===== config.mk =====
export PLATFORM = sky130hd
export DESIGN_NAME = adder_shift_mult_seq
export DESIGN_NICKNAME = d
export VERILOG_FILES = /design/src/rtl/adder_shift_mult_seq.sv
export SDC_FILE = /design/constraint.sdc
export NUM_CORES = 1
export LEC_CHECK = 0
export BUFFER_PORTS_ARGS = -buffer_cell sky130_fd_sc_hd__buf_2
export CORE_UTILIZATION = 45
export DETAILED_ROUTE_END_ITERATION = 16
export PLACE_DENSITY = 0.69
export SYNTH_ARGS = -nofsm -noshare
export SYNTH_HDL_FRONTEND = slang
export SYNTH_SLANG_ARGS = --single-unit

===== constraint.sdc =====
create_clock -name clk -period 4.8 [get_ports clk]
set_input_delay 0 -clock clk [delete_from_list [all_inputs] [get_ports clk]]
set_output_delay 0 -clock clk [all_outputs]
set_load 0.02 [all_outputs]

===== src/rtl/adder_shift_mult_seq.sv =====
// Shift-and-add unsigned multiplier sequencer built on a single N-bit adder.
// One add/shift step per clock for N steps, then a one-cycle done pulse.

// N-bit adder with carry in/out; the only arithmetic in the sequencer.
module adder_nbits #(
    parameter int unsigned NUMBER_OF_BITS = 8
) (
    input  logic [NUMBER_OF_BITS-1:0] a,
    input  logic [NUMBER_OF_BITS-1:0] b,
    input  logic                      c_in,
    output logic [NUMBER_OF_BITS-1:0] s_out,
    output logic                      c_out
);

    localparam int unsigned SW = NUMBER_OF_BITS + 1;

    // Full-width sum; the extra bit is the carry out.
    always_comb begin
        {c_out, s_out} = SW'(a) + SW'(b) + SW'(c_in);
    end

endmodule

module adder_shift_mult_seq #(
    parameter int unsigned NUMBER_OF_BITS = 8
) (
    input  logic                          clk,
    input  logic                          rst,
    input  logic                          start,
    input  logic [NUMBER_OF_BITS-1:0]     multiplicand,
    input  logic [NUMBER_OF_BITS-1:0]     multiplier,
    output logic                          busy,
    output logic                          done,
    output logic [2*NUMBER_OF_BITS-1:0]   product
);

    localparam int unsigned N  = NUMBER_OF_BITS;
    localparam int unsigned CW = $clog2(N + 1);

    typedef enum logic [1:0] {
        IDLE = 2'd0,
        RUN  = 2'd1,
        DONE = 2'd2
    } state_t;

    state_t          state_r;
    state_t          state_nx;
    logic [N-1:0]    m_r;
    logic [N-1:0]    a_r;
    logic [N-1:0]    q_r;
    logic [CW-1:0]   cnt_r;

    logic [N-1:0]    addend_c;
    logic [N-1:0]    sum_c;
    logic            carry_c;
    logic            last_step_c;

    // Partial product term: M when the current multiplier LSB is set.
    always_comb begin
        addend_c    = q_r[0] ? m_r : '0;
        last_step_c = (cnt_r == CW'(N - 1));
    end

    adder_nbits #(
        .NUMBER_OF_BITS(N)
    ) u_adder (
        .a     (a_r),
        .b     (addend_c),
        .c_in  (1'b0),
        .s_out (sum_c),
        .c_out (carry_c)
    );

    // State register; reset aborts any operation in progress.
    always_ff @(posedge clk) begin
        if (rst) begin
            state_r <= IDLE;
        end else begin
            state_r <= state_nx;
        end
    end

    // Next-state logic: start only matters in IDLE, DONE lasts one cycle.
    always_comb begin
        state_nx = state_r;
        case (state_r)
            IDLE:    if (start) state_nx = RUN;
            RUN:     if (last_step_c) state_nx = DONE;
            DONE:    state_nx = IDLE;
            default: state_nx = IDLE;
        endcase
    end

    // Operand capture and add/shift datapath; registers hold outside RUN.
    always_ff @(posedge clk) begin
        if (rst) begin
            m_r   <= '0;
            a_r   <= '0;
            q_r   <= '0;
            cnt_r <= '0;
        end else begin
            case (state_r)
                IDLE: begin
                    if (start) begin
                        m_r   <= multiplicand;
                        q_r   <= multiplier;
                        a_r   <= '0;
                        cnt_r <= '0;
                    end
                end
                RUN: begin
                    {a_r, q_r} <= {carry_c, sum_c, q_r[N-1:1]};
                    cnt_r      <= cnt_r + CW'(1);
                end
                default: begin
                end
            endcase
        end
    end

    // Status and result are straight decodes of the registers.
    always_comb begin
        busy    = (state_r == RUN);
        done    = (state_r == DONE);
        product = {a_r, q_r};
    end

endmodule


# [Word level (Yosys, flattened, before mapping)]
# Index checks and enable logic that the tools add are counted.
# Widths: inputs -> output; s select.
[totals] regBits=30 inputBits=19 output_inout_bits=18 wordCells=27
[classes] n_addsub=2 eq_ne=5 mux=10 n_reduce_logical=5
[ops] op="$pmux 8 s2" count=2
[ops] op="$mux 8" count=3
[ops] op="$add 8x8->9" count=1
[ops] op="$pmux 4 s2" count=1
[ops] op="$reduce_and 2->1" count=3
[ops] op="$add 4x1->4 const B" count=1
[ops] op="$eq 4x3->1 const B" count=1
[ops] op="$mux 2" count=2
[ops] op="$mux 4" count=1
[ops] op="$pmux 2 s2" count=1
[ops] op="$eq 2x1->1 const B" count=1
[ops] op="$eq 2x2->1 const B" count=1
[ops] op="$logic_not 2->1" count=1
[ops] op="$ne 2x1->1 const B" count=1
[ops] op="$ne 2x2->1 const B" count=1
[ops] op="$reduce_bool 2->1" count=1

# [Logic depth before layout (Yosys ltp)]
# Gate-level depths: netlist of run 1.
[logic_depth] word_depth=3 ltp_mapped=8 depth_no_buf=8

# [Cells and area by module]
# A second synthesis of run 1 with hierarchy kept.
[unflattened] hier_cells=177 hier_area_um2=1611.5
[by_module_without_submodules] module="adder_shift_mult_seq" n_inst=1 cells_each=137 area_each_um2=1280.0 seq_area_each_um2=600.6
[by_module_without_submodules] module="adder_nbits" n_inst=1 cells_each=40 area_each_um2=331.6 seq_area_each_um2=0.0

# [Least setup slack after synthesis of run 1]
# Ideal clock, no wire load.
[synth_path] kind="register to register" from="reg q_r[0]" to="reg a_r[5]" setup_ps=123 arrival_ps=1873 required_time_ps=4677 slack_ps=2804 path_stages_with_launch=9 n_path_buf=0 period_less_slack_ps=1996 cell_sequence="dfxtp_1 -> and2_1 -> ha_1 -> fa_1 -> a21oi_1 -> o211ai_1 -> a21oi_1 -> xor2_1 -> o21ai_0"
[synth_via] elab_chain_len=3
[synth_rtl] item="from (decl)" line_no="50" source="logic [N-1:0] q_r;"
[synth_rtl] item="from (signal assigned)" line_no="106" source="q_r <= multiplier;"
[synth_rtl] item="from (signal assigned)" line_no="112" source="{a_r, q_r} <= {carry_c, sum_c, q_r[N-1:1]};"
[synth_rtl] item="$mux 8" line_no="60" source="addend_c = q_r[0] ? m_r : '0;"
[synth_rtl] item="$add 8x8->9" line_no="19" source="{c_out, s_out} = SW'(a) + SW'(b) + SW'(c_in);"
[synth_rtl] item="$pmux 8 s2" line_no="102" source="case (state_r)"
[synth_rtl] item="to (signal assigned)" line_no="112"
[synth_rtl] item="to (decl)" line_no="49" source="logic [N-1:0] a_r;"
# Every way passes these cells.
# A chain may end at the register's enable or synchronous reset.

# [Final worst setup path of run 1]
# Ends and elaborated chain as after synthesis.

==> results of run 1 <==
==> worst max-delay path by stage <==
stage | endpoint | slack [ns]
2_1_floorplan | a_r[5]$_SDFFE_PP0P_ | 2.80
3_3_place_gp | a_r[5]$_SDFFE_PP0P_ | 2.79
3_5_place_dp | a_r[5]$_SDFFE_PP0P_ | 2.73
4_1_cts | a_r[5]$_SDFFE_PP0P_ | 2.70
5_1_grt | a_r[5]$_SDFFE_PP0P_ | 2.52
6_report | a_r[5]$_SDFFE_PP0P_ | 2.69
==> worst register-to-register path, cell delays in order, from the launching register on <==
cell      delay [ns]
dfxtp_1         0.38
and2_1          0.16
ha_1            0.22
fa_1            0.41
a21oi_1         0.24
o211ai_1        0.14
a21oi_1         0.18
xor2_1          0.16
o21ai_0         0.09
==> flip-flops by register name (all words and copies together), names as in the netlist <==
name,flops
m_r,8
a_r,8
q_r,8
cnt_r,4
state_r,2
==> cells by family after synthesis <==
family	Yosys count	synth area share (%)
buf+inv	8	2.278
simple gates	80	25.32
compound gates	48	20.00
flops	30	40.51
xor+xnor	5	2.953
fa+ha+maj	10	8.945
==> what timing repair did <==
| item | 4_1_cts | 5_1_grt |
|---|---|---|
| setup buffers | 0 | 0 |
| hold buffers | 12 | 0 |
| gates resized for setup | 0 | 0 |
| endpoints found under the hold margin | 12 | 0 |
==> per-layer routing <==
metal	GRT usage (%)	up-vias	share of wire [%]
met5	0	-	0
met2	41.09	38	50
met4	9.184	0	1.5
li1	-	729	-
met3	7.205	6	4.4
met1	27.09	685	44
==> metrics by stage <==
stage	worst slack (ns)	hold WS (ns)	util, %	cells	area [um2]
final	2.692	0.05434	60.81	275	1872
after global routing	2.524	0.06448	60.81	275	1872
after CTS	2.704	0.03436	60.81	275	1872
after detailed placement	2.733	0.2567	54.96	255	1692
after global placement	2.792	0.2407	54.96	255	1692
after floorplan	2.804	0.1360	-	181	1483
==> power groups by stage <==
stage	Combinational, W	Clock (W)	Sequential, W
2_1_floorplan	0.0000441	0	0.000284
3_3_place_gp	0.0000739	0	0.000279
6_report	0.0000847	0.000162	0.000275
4_1_cts	0.0000833	0.000166	0.000275
5_1_grt	0.0000925	0.000175	0.000277
3_5_place_dp	0.0000756	0	0.000280
==> cell usage in the layout, fill, tap and decap left out, types with 4 or more instances in the layout <==
cell and count:
nor3_1 4, dfxtp_1 30, xor2_1 4, and2_1 10, nor2b_1 5, buf_2 36
clkbuf_4 5, o21ai_0 12, nand2_1 31, ha_1 9, nor2_1 18, dlygate4sd3_1 12
a21oi_1 17
==> synthesized netlist by cell type (2+ instances only) <==
cell type  instances
nand2b_1           3
a211oi_1           2
a22oi_1            3
nor2_1            18
nor3_1             4
nor2b_1            5
o211ai_1           2
dfxtp_1           30
a21oi_1           17
ha_1               9
a22o_1             3
xor2_1             4
and2_1            10
nand2_1           31
o21ai_0           12
clkbuf_1           3
buf_2              3
nand3_1            2
==> final cells by class <==
type / count / area (um2) / area share [%]
clock buffers: 7 / 55.05 / 2.941
clock inverters: 1 / 5.005 / 0.2674
inverters: 2 / 7.507 / 0.4011
multi-input cells: 143 / 848.3 / 45.32
flip-flops and latches: 30 / 600.6 / 32.09
well taps: 44 / 55.05 / 2.941
repair buffers: 48 / 300.3 / 16.04
==> impl_metrics.yaml, run 1 <==
run_status:
  status: "finished clean"
clock_tree:
  numCtsBuffers: 5
  clk_pin_slew_ns: 0.10
  clk_latency_ns: 0.33
  ctsHtreeMaxLevel: 2
  cts_tree: "yes"
  clk_path_buf_depth: 2
  clkSinkCount: 30
  cts_root_buf: "clkbuf_4"
floorplanning:
  initial_utilization_pct: 48.17
  coreArea_um2: 3078
  die_w_um: 59.40
  die_y_um: 59.40
  dieArea_um2: 3528
  rows: 20
  ioPinCount: 37
sta:
  post-route-min-period_ns: 2.108
  rsz0062_at_grt: "no"
  final_hold_viol_count: 0
  setup_tns_ns: 0
  fin_skew_ns: 0.005609
  fmax_ghz: 0.4744
  slew_violations: 0
  setup_violations: 0
  tightest_slew_ns: 0.9677
  slew_headroom_pct: 35.25
  fin_crit_sh_pct: 43.92
critical_path:
  r2r_setup_slack_ns: 2.69
  startpoint: "q_r[0]$_SDFFE_PP0P_"
  critPathMaxStageDelay_ns: 0.41
  crit_top_cell: "a21oi_1"
  criticalPathCategory: "flop to flop"
  path_depth: 8
  r2r_end: "a_r[5]$_SDFFE_PP0P_"
  worstPathMaxFanout: 10
  critPathRequiredTime_ns: 5.02
  cp-start-kind: "flop"
  path_cells: "and2_1 > ha_1 > fa_1 > a21oi_1 > o211ai_1 > a21oi_1 > xor2_1 > o21ai_0"
  crit_path_end_kind: "flop"
  cp_top_family: "compound AO/OA/AOI/OAI gates"
  rr_worst_depth: 8
  r2r-start: "q_r[0]$_SDFFE_PP0P_"
  worst-path-buf-inv: 0
  critPathSlowestCell: "fa_1"
  cp_data_arrival_time_ns: 2.32
power_and_ir_drop:
  p_leak_nw: 0.8638
  irDropWorstVdd_v: 0.0001619
  seqPwrFrac_pct: 52.7
  combinationalPowerShare_pct: 16.3
  power_frac_clock_pct: 31.0
  power_w: 0.0005211
  p_int_w: 0.0003676
  powerDensity_nw_per_um2: 278.4
  power.switching_w: 0.0001535
  p_sw_share_pct: 29.46
min_path:
  min_path_type: "primary input to flop"
  hold_end: "q_r[3]$_SDFFE_PP0P_"
  hold_start: "start"
  hold_depth: 4
routing:
  wire_per_inst_um: 13.69
  routed_wl_mm: 3.766
  vias_per_cell: 5.302
  drt_iter0_markers: 51
  vias: 1458
  postRouteAntennaNets: 0
  drc: 0
  drtPass1Iterations: 4
place:
  port-buffer-count: 36
  dp.final_hpwl_mm: 2.565
  place.gp.congestion: 0.8771
synth:
  synthTopCellsByArea: "dfxtp_1 (41%), nand2_1 (7.8%), ha_1 (7.6%)"
  ys_seq_area_share_pct: 40.51
  yosys_warnings: 0
  yosysTopAreaCell: "dfxtp_1"
  synth_fp_nets: 210
  netlist_area_um2: 1483
  syn_inst: 181
  synth_top_cell_area_share_pct: 40.51
  yosys_most_used_dff: "dfxtp_1"
  synth_edf_count: 0
  avgSynthCellArea_um2: 8.192
  async_flop_share_pct: 0
  synth-seq-cells: 30
  ys_types: 38
finish:
  drive_gt1_share_pct: 20.35
  areaGrowthSynthToFinish_pct: 26.25
  fillCellCount: 293
  fin_nets: 259
  antenna-diode-count: 0
global_routing:
  overflow: 0
  gr-usage-all-layers_pct: 23.72
  grt_pass1_wl_mm: 6.141
  grt_pass1_vias: 1360
  antenna_found_initial: 0
  grt_max_degree: 25
flow_run:
  maxCapViolations: 0
Power figures use the tool's default switching activity.
==> run 2, diff against run 1 <==
- clock period: 4.8 -> 2 ns (I/O delays scaled with it)
==> impl_metrics.yaml, run 2 (same netlist as run 1, synthesis figures left out) <==
sta:
  setup_violations: 0
  setup_tns_ns: 0
  tightest_slew_ns: 0.9691
  slew_headroom_pct: 35.16
  slew_violations: 0
  final_hold_viol_count: 0
  holdWs_ns: 0.03002
  fin_crit_sh_pct: 95.45
  fin_skew_ns: 0.005488
  fmax_ghz: 0.5238
  rsz0062_at_grt: "no"
  post-route-min-period_ns: 1.909
floorplanning:
  rows: 20
  dieArea_um2: 3528
  coreArea_um2: 3078
  die_y_um: 59.40
  ioPinCount: 37
  die_w_um: 59.40
  initial_utilization_pct: 48.17
clock_tree:
  clk_pin_slew_ns: 0.10
  cts_tree: "yes"
  clkSinkCount: 30
  numCtsBuffers: 5
  cts_root_buf: "clkbuf_4"
  clk_path_buf_depth: 2
  clk_latency_ns: 0.33
  ctsHtreeMaxLevel: 2
routing:
  top_layer_used: "met4"
  vias_per_cell: 5.267
  routed_wl_mm: 3.688
  wl_met2_mm: 1.877
  vias: 1459
  wl_met3_um: 108
  wire_per_inst_um: 13.31
  drtPass1Iterations: 4
  wl_met1_mm: 1.652
  postRouteAntennaNets: 0
  drt_iter0_markers: 42
  drc: 0
min_path:
  min_path_type: "primary input to flop"
  hold_start: "multiplier[0]"
  hold_end: "q_r[0]$_SDFFE_PP0P_"
  hold_depth: 3
critical_path:
  r2r-start: "q_r[0]$_SDFFE_PP0P_"
  r2r_setup_slack_ns: 0.09
  criticalPathCategory: "flop to flop"
  path_cells: "and2_1 > ha_1 > fa_2 > a21oi_2 > o211ai_1 > a21oi_1 > xor2_1 > o21ai_0"
  worst-path-buf-inv: 0
  startpoint: "q_r[0]$_SDFFE_PP0P_"
  critPathSlowestCell: "fa_2"
  critPathRequiredTime_ns: 2.21
  r2r_end: "a_r[5]$_SDFFE_PP0P_"
  cp_data_arrival_time_ns: 2.12
  crit_path_end_kind: "flop"
  rr_worst_depth: 8
  worstPathMaxFanout: 7
  cp_top_family: "adder cells"
  cp-start-kind: "flop"
  critPathMaxStageDelay_ns: 0.39
place:
  place.gp.congestion: 0.7886
  port-buffer-count: 36
  dp.final_hpwl_mm: 2.625
  placed_cells: 258
power_and_ir_drop:
  powerDensity_nw_per_um2: 656.7
  power_w: 0.001249
  irDropWorstVdd_v: 0.0004718
  p_leak_nw: 0.8721
global_routing:
  overflow: 0
  antenna_found_initial: 0
  gr-usage-all-layers_pct: 23.74
  grt_pass1_vias: 1406
  grt_max_degree: 25
  grt_pass1_wl_mm: 6.196
finish:
  layout.cells.non_filler: 277
  antenna-diode-count: 0
  mostFrequentLayoutCells: "buf_2 (36), nand2_1 (31), dfxtp_1 (29), nor2_1 (18), a21oi_1 (16)"
  final_common_cell: "buf_2"
  fin_nets: 261
  final_util_pct: 61.79
  top_regs: "a_r x8, m_r x8, q_r x8"
  areaGrowthSynthToFinish_pct: 28.27
  drive_gt1_share_pct: 23.18
flow_run:
  maxCapViolations: 0
run_status:
  status: "finished clean"
-- run 2: power by group --
part / internal [W] / total, W / switching (W)
logic: 0.0000849 / 0.000207 / 0.000122
clock network: 0.000170 / 0.000383 / 0.000213
registers: 0.000631 / 0.000659 / 0.0000279
total: 0.000886 / 0.00125 / 0.000363
-- run 2: cell type report --
class	count	area, um2
clock inverter	1	5.005
inverter	2	7.507
sequential	30	601.8
clock buffer	7	55.05
multi-input combinational	143	864.6
fill	287	1176
tap	44	55.05
timing repair buffer	50	312.8
-- run 2: through the flow --
stage          setup WS, ns  area [um2]
5_1_grt            0.008907        1902
3_5_place_dp        0.02211        1714
4_1_cts            0.005952        1884
6_report            0.09101        1902
2_1_floorplan      0.003732        1483
3_3_place_gp        0.08348        1714
-- run 2: worst min-delay path, cell delays in order --
cell     delay, ns
buf_2         0.08
a22oi_1       0.07
o21ai_0       0.17
-- run 2: per-layer routing --
layer	GRT usage, %	up-vias
met2	41.09	25
li1	-	735
met1	28.24	693
met5	0	-
met3	6.987	6
met4	6.803	0
-- run 2: how the worst max path moves through the flow --
stage                          endpoint  slack [ns]  cells after the start
floorplan           a_r[5]$_SDFFE_PP0P_       0.004                      8
global placement    a_r[5]$_SDFFE_PP0P_        0.08                      8
detailed placement  a_r[5]$_SDFFE_PP0P_        0.02                      8
CTS                 a_r[5]$_SDFFE_PP0P_       0.006                      8
global route        a_r[6]$_SDFFE_PP0P_       0.009                      7
finish              a_r[5]$_SDFFE_PP0P_        0.09                      8
-- run 2: timing repair --
action | CTS | global route
hold endpoints to repair | 11 | 0
gates resized for setup | 0 | 5
buffers inserted | 0 | 0
setup endpoints to repair | 0 | 5
hold buffers | 11 | 0
==> run 3, diff against run 2 <==
- ABC_AREA: unset -> 1
==> impl_metrics.yaml, run 3 <==
sta:
  post-route-min-period_ns: 1.748
  fin_crit_sh_pct: 87.40
  slew_violations: 0
  fmax_ghz: 0.5721
  setup_violations: 0
  setup_tns_ns: 0
  final_hold_viol_count: 0
  fin_skew_ns: 0.006280
  slew_headroom_pct: 67.28
  rsz0062_at_grt: "no"
  tightest_slew_ns: 0.4897
synth:
  ys_types: 25
  yosys_warnings: 0
  synth_fp_nets: 245
  async_flop_share_pct: 0
  synth_edf_count: 0
  synthTopCellsByArea: "dfxtp_1 (38%), nand2_1 (13%), ha_1 (7.1%)"
  synth-seq-cells: 30
  ys_seq_area_share_pct: 37.77
  avgSynthCellArea_um2: 7.362
  netlist_area_um2: 1590
  yosysTopAreaCell: "dfxtp_1"
  yosys-top-cells-count: "nand2_1 (54), dfxtp_1 (30), inv_1 (24)"
  synth_top_cell_area_share_pct: 37.77
  syn_inst: 216
  yosys_most_used_dff: "dfxtp_1"
  synth_most_common_cell: "nand2_1"
finish:
  final_util_pct: 59.45
  fillCellCount: 346
  areaGrowthSynthToFinish_pct: 25.73
  final_common_cell: "nand2_1"
  drive_gt1_share_pct: 22.59
  layout.cells.non_filler: 316
  top_regs: "a_r x8, m_r x8, q_r x8"
  fin_nets: 298
  mostFrequentLayoutCells: "nand2_1 (54), buf_2 (36), dfxtp_1 (30), inv_1 (24), nor2_1 (22)"
  antenna-diode-count: 0
min_path:
  hold_start: "rst"
  min_path_type: "primary input to flop"
  hold_depth: 2
  hold_end: "a_r[6]$_SDFFE_PP0P_"
floorplanning:
  rows: 21
  die_y_um: 61.45
  die_w_um: 61.45
  dieArea_um2: 3775
  initial_utilization_pct: 47.28
  ioPinCount: 37
  coreArea_um2: 3363
global_routing:
  gr-usage-all-layers_pct: 21.15
  antenna_found_initial: 0
  grt_pass1_vias: 1293
  overflow: 0
  grt_pass1_wl_mm: 5.768
  grt_max_degree: 19
flow_run:
  maxCapViolations: 0
clock_tree:
  cts_tree: "yes"
  ctsHtreeMaxLevel: 2
  cts_setup_buffers: 0
  clk_pin_slew_ns: 0.10
  clk_latency_ns: 0.33
  clk_path_buf_depth: 2
  numCtsBuffers: 5
  cts_root_buf: "clkbuf_4"
  clkSinkCount: 30
routing:
  top_layer_used: "met4"
  drt_iter0_markers: 88
  postRouteAntennaNets: 0
  drc: 0
  wire_per_inst_um: 11.03
  drtPass1Iterations: 4
  vias_per_cell: 4.661
  routed_wl_mm: 3.486
  wl_met2_mm: 1.460
  wl_met3_um: 106
  wl_met1_mm: 1.870
  vias: 1473
critical_path:
  worst-path-buf-inv: 1
  cp_data_arrival_time_ns: 2.02
  crit_path_end_kind: "flop"
  r2r-start: "q_r[0]$_SDFFE_PP0P_"
  path_cells: "nand2_1 > inv_1 > ha_1 > fa_1 > a21oi_1 > nor2_1 > nor2_1 > nand2_1 > a21oi_2"
  critPathSlowestCell: "fa_1"
  cp-start-kind: "flop"
  startpoint: "q_r[0]$_SDFFE_PP0P_"
  critPathRequiredTime_ns: 2.27
  r2r_end: "a_r[3]$_SDFFE_PP0P_"
  cp_top_family: "adder cells"
  worstPathMaxFanout: 10
  critPathMaxStageDelay_ns: 0.43
  criticalPathCategory: "flop to flop"
  rr_worst_depth: 9
  r2r_setup_slack_ns: 0.25
place:
  port-buffer-count: 36
  place.gp.congestion: 0.8076
  dp.final_hpwl_mm: 2.418
  placed_cells: 292
run_status:
  status: "finished clean"
power_and_ir_drop:
  p_leak_nw: 1.020
  irDropWorstVdd_v: 0.0003919
  powerDensity_nw_per_um2: 640.0
-- run 3: cell count changes in the layout (fill, tap and decap cells not counted), sizes merged, moves of 3 or more --
cell / change
nand2: +29
dlygate4sd3: +5
a31oi: +4
nor2: +5
nand2b: -3
nor3: -4
inv: +26
a211oi: -3
xor2: -4
buf: -3
nor2b: -5
nand3: +8
a22o: -3
and2: -10
-- run 3: worst max path at each step --
stage / endpoint / slack (ns) / cells past startpoint
finish: a_r[3]$_SDFFE_PP0P_ / 0.25 / 9
global route: a_r[4]$_SDFFE_PP0P_ / 0.07 / 10
CTS: a_r[3]$_SDFFE_PP0P_ / 0.25 / 9
detailed placement: a_r[3]$_SDFFE_PP0P_ / 0.27 / 9
global placement: a_r[3]$_SDFFE_PP0P_ / 0.34 / 9
floorplan: a_r[3]$_SDFFE_PP0P_ / 0.22 / 10
-- run 3: cell type report --
cell class | count | area, um2 | share of cell area [%]
Tap cell | 46 | 57.56 | 2.879
Clock buffer | 6 | 51.30 | 2.566
Timing Repair Buffer | 52 | 340.3 | 17.02
Multi-Input combinational cell | 152 | 829.5 | 41.49
Inverter | 28 | 107.6 | 5.382
Clock inverter | 2 | 12.51 | 0.6258
Sequential cell | 30 | 600.6 | 30.04
-- run 3: layer usage --
metal,vias to the layer above,global-route usage [%]
li1,807,-
met3,5,5.462
met4,0,7.619
met1,636,29.53
met2,25,31.52
met5,-,0
-- run 3: through the flow --
stage	cell area [um2]	hold WS, ns	setup WS (ns)	power [W]
final	1999	0.05303	0.2520	0.001280
after floorplan	1590	0.06941	0.2200	0.0008317
after detailed placement	1775	0.2257	0.2729	0.0008842
after global placement	1775	0.2211	0.3368	0.0008824
after CTS	1999	0.04658	0.2527	0.001296
after global routing	1999	0.05782	0.07474	0.001355
-- run 3: timing repair --
item,4_1_cts,5_1_grt
hold buffers,16,0
gates resized for setup,0,0
endpoints found under the hold margin,16,0
-- run 3: kinds of logic (layout without fill, tap and decap cells) --
kind of cell	count (synthesis)	in the layout	share of synthesized area [%]
and+or+nand+nor	96	96	26.51
buffers and inverters	34	88	10.07
adders and majority gates	10	10	8.340
AOI/OAI and AO/OA	46	46	17.31
DFF	30	30	37.77
-- run 3: report_power, final --
| part | leakage [nW] | internal [W] | switching, W |
|---|---|---|---|
| logic | 0.740 | 0.0000896 | 0.000141 |
| clock network | 0.0343 | 0.000169 | 0.000218 |
| registers | 0.246 | 0.000634 | 0.0000291 |
| total | 1.02 | 0.000892 | 0.000387 |
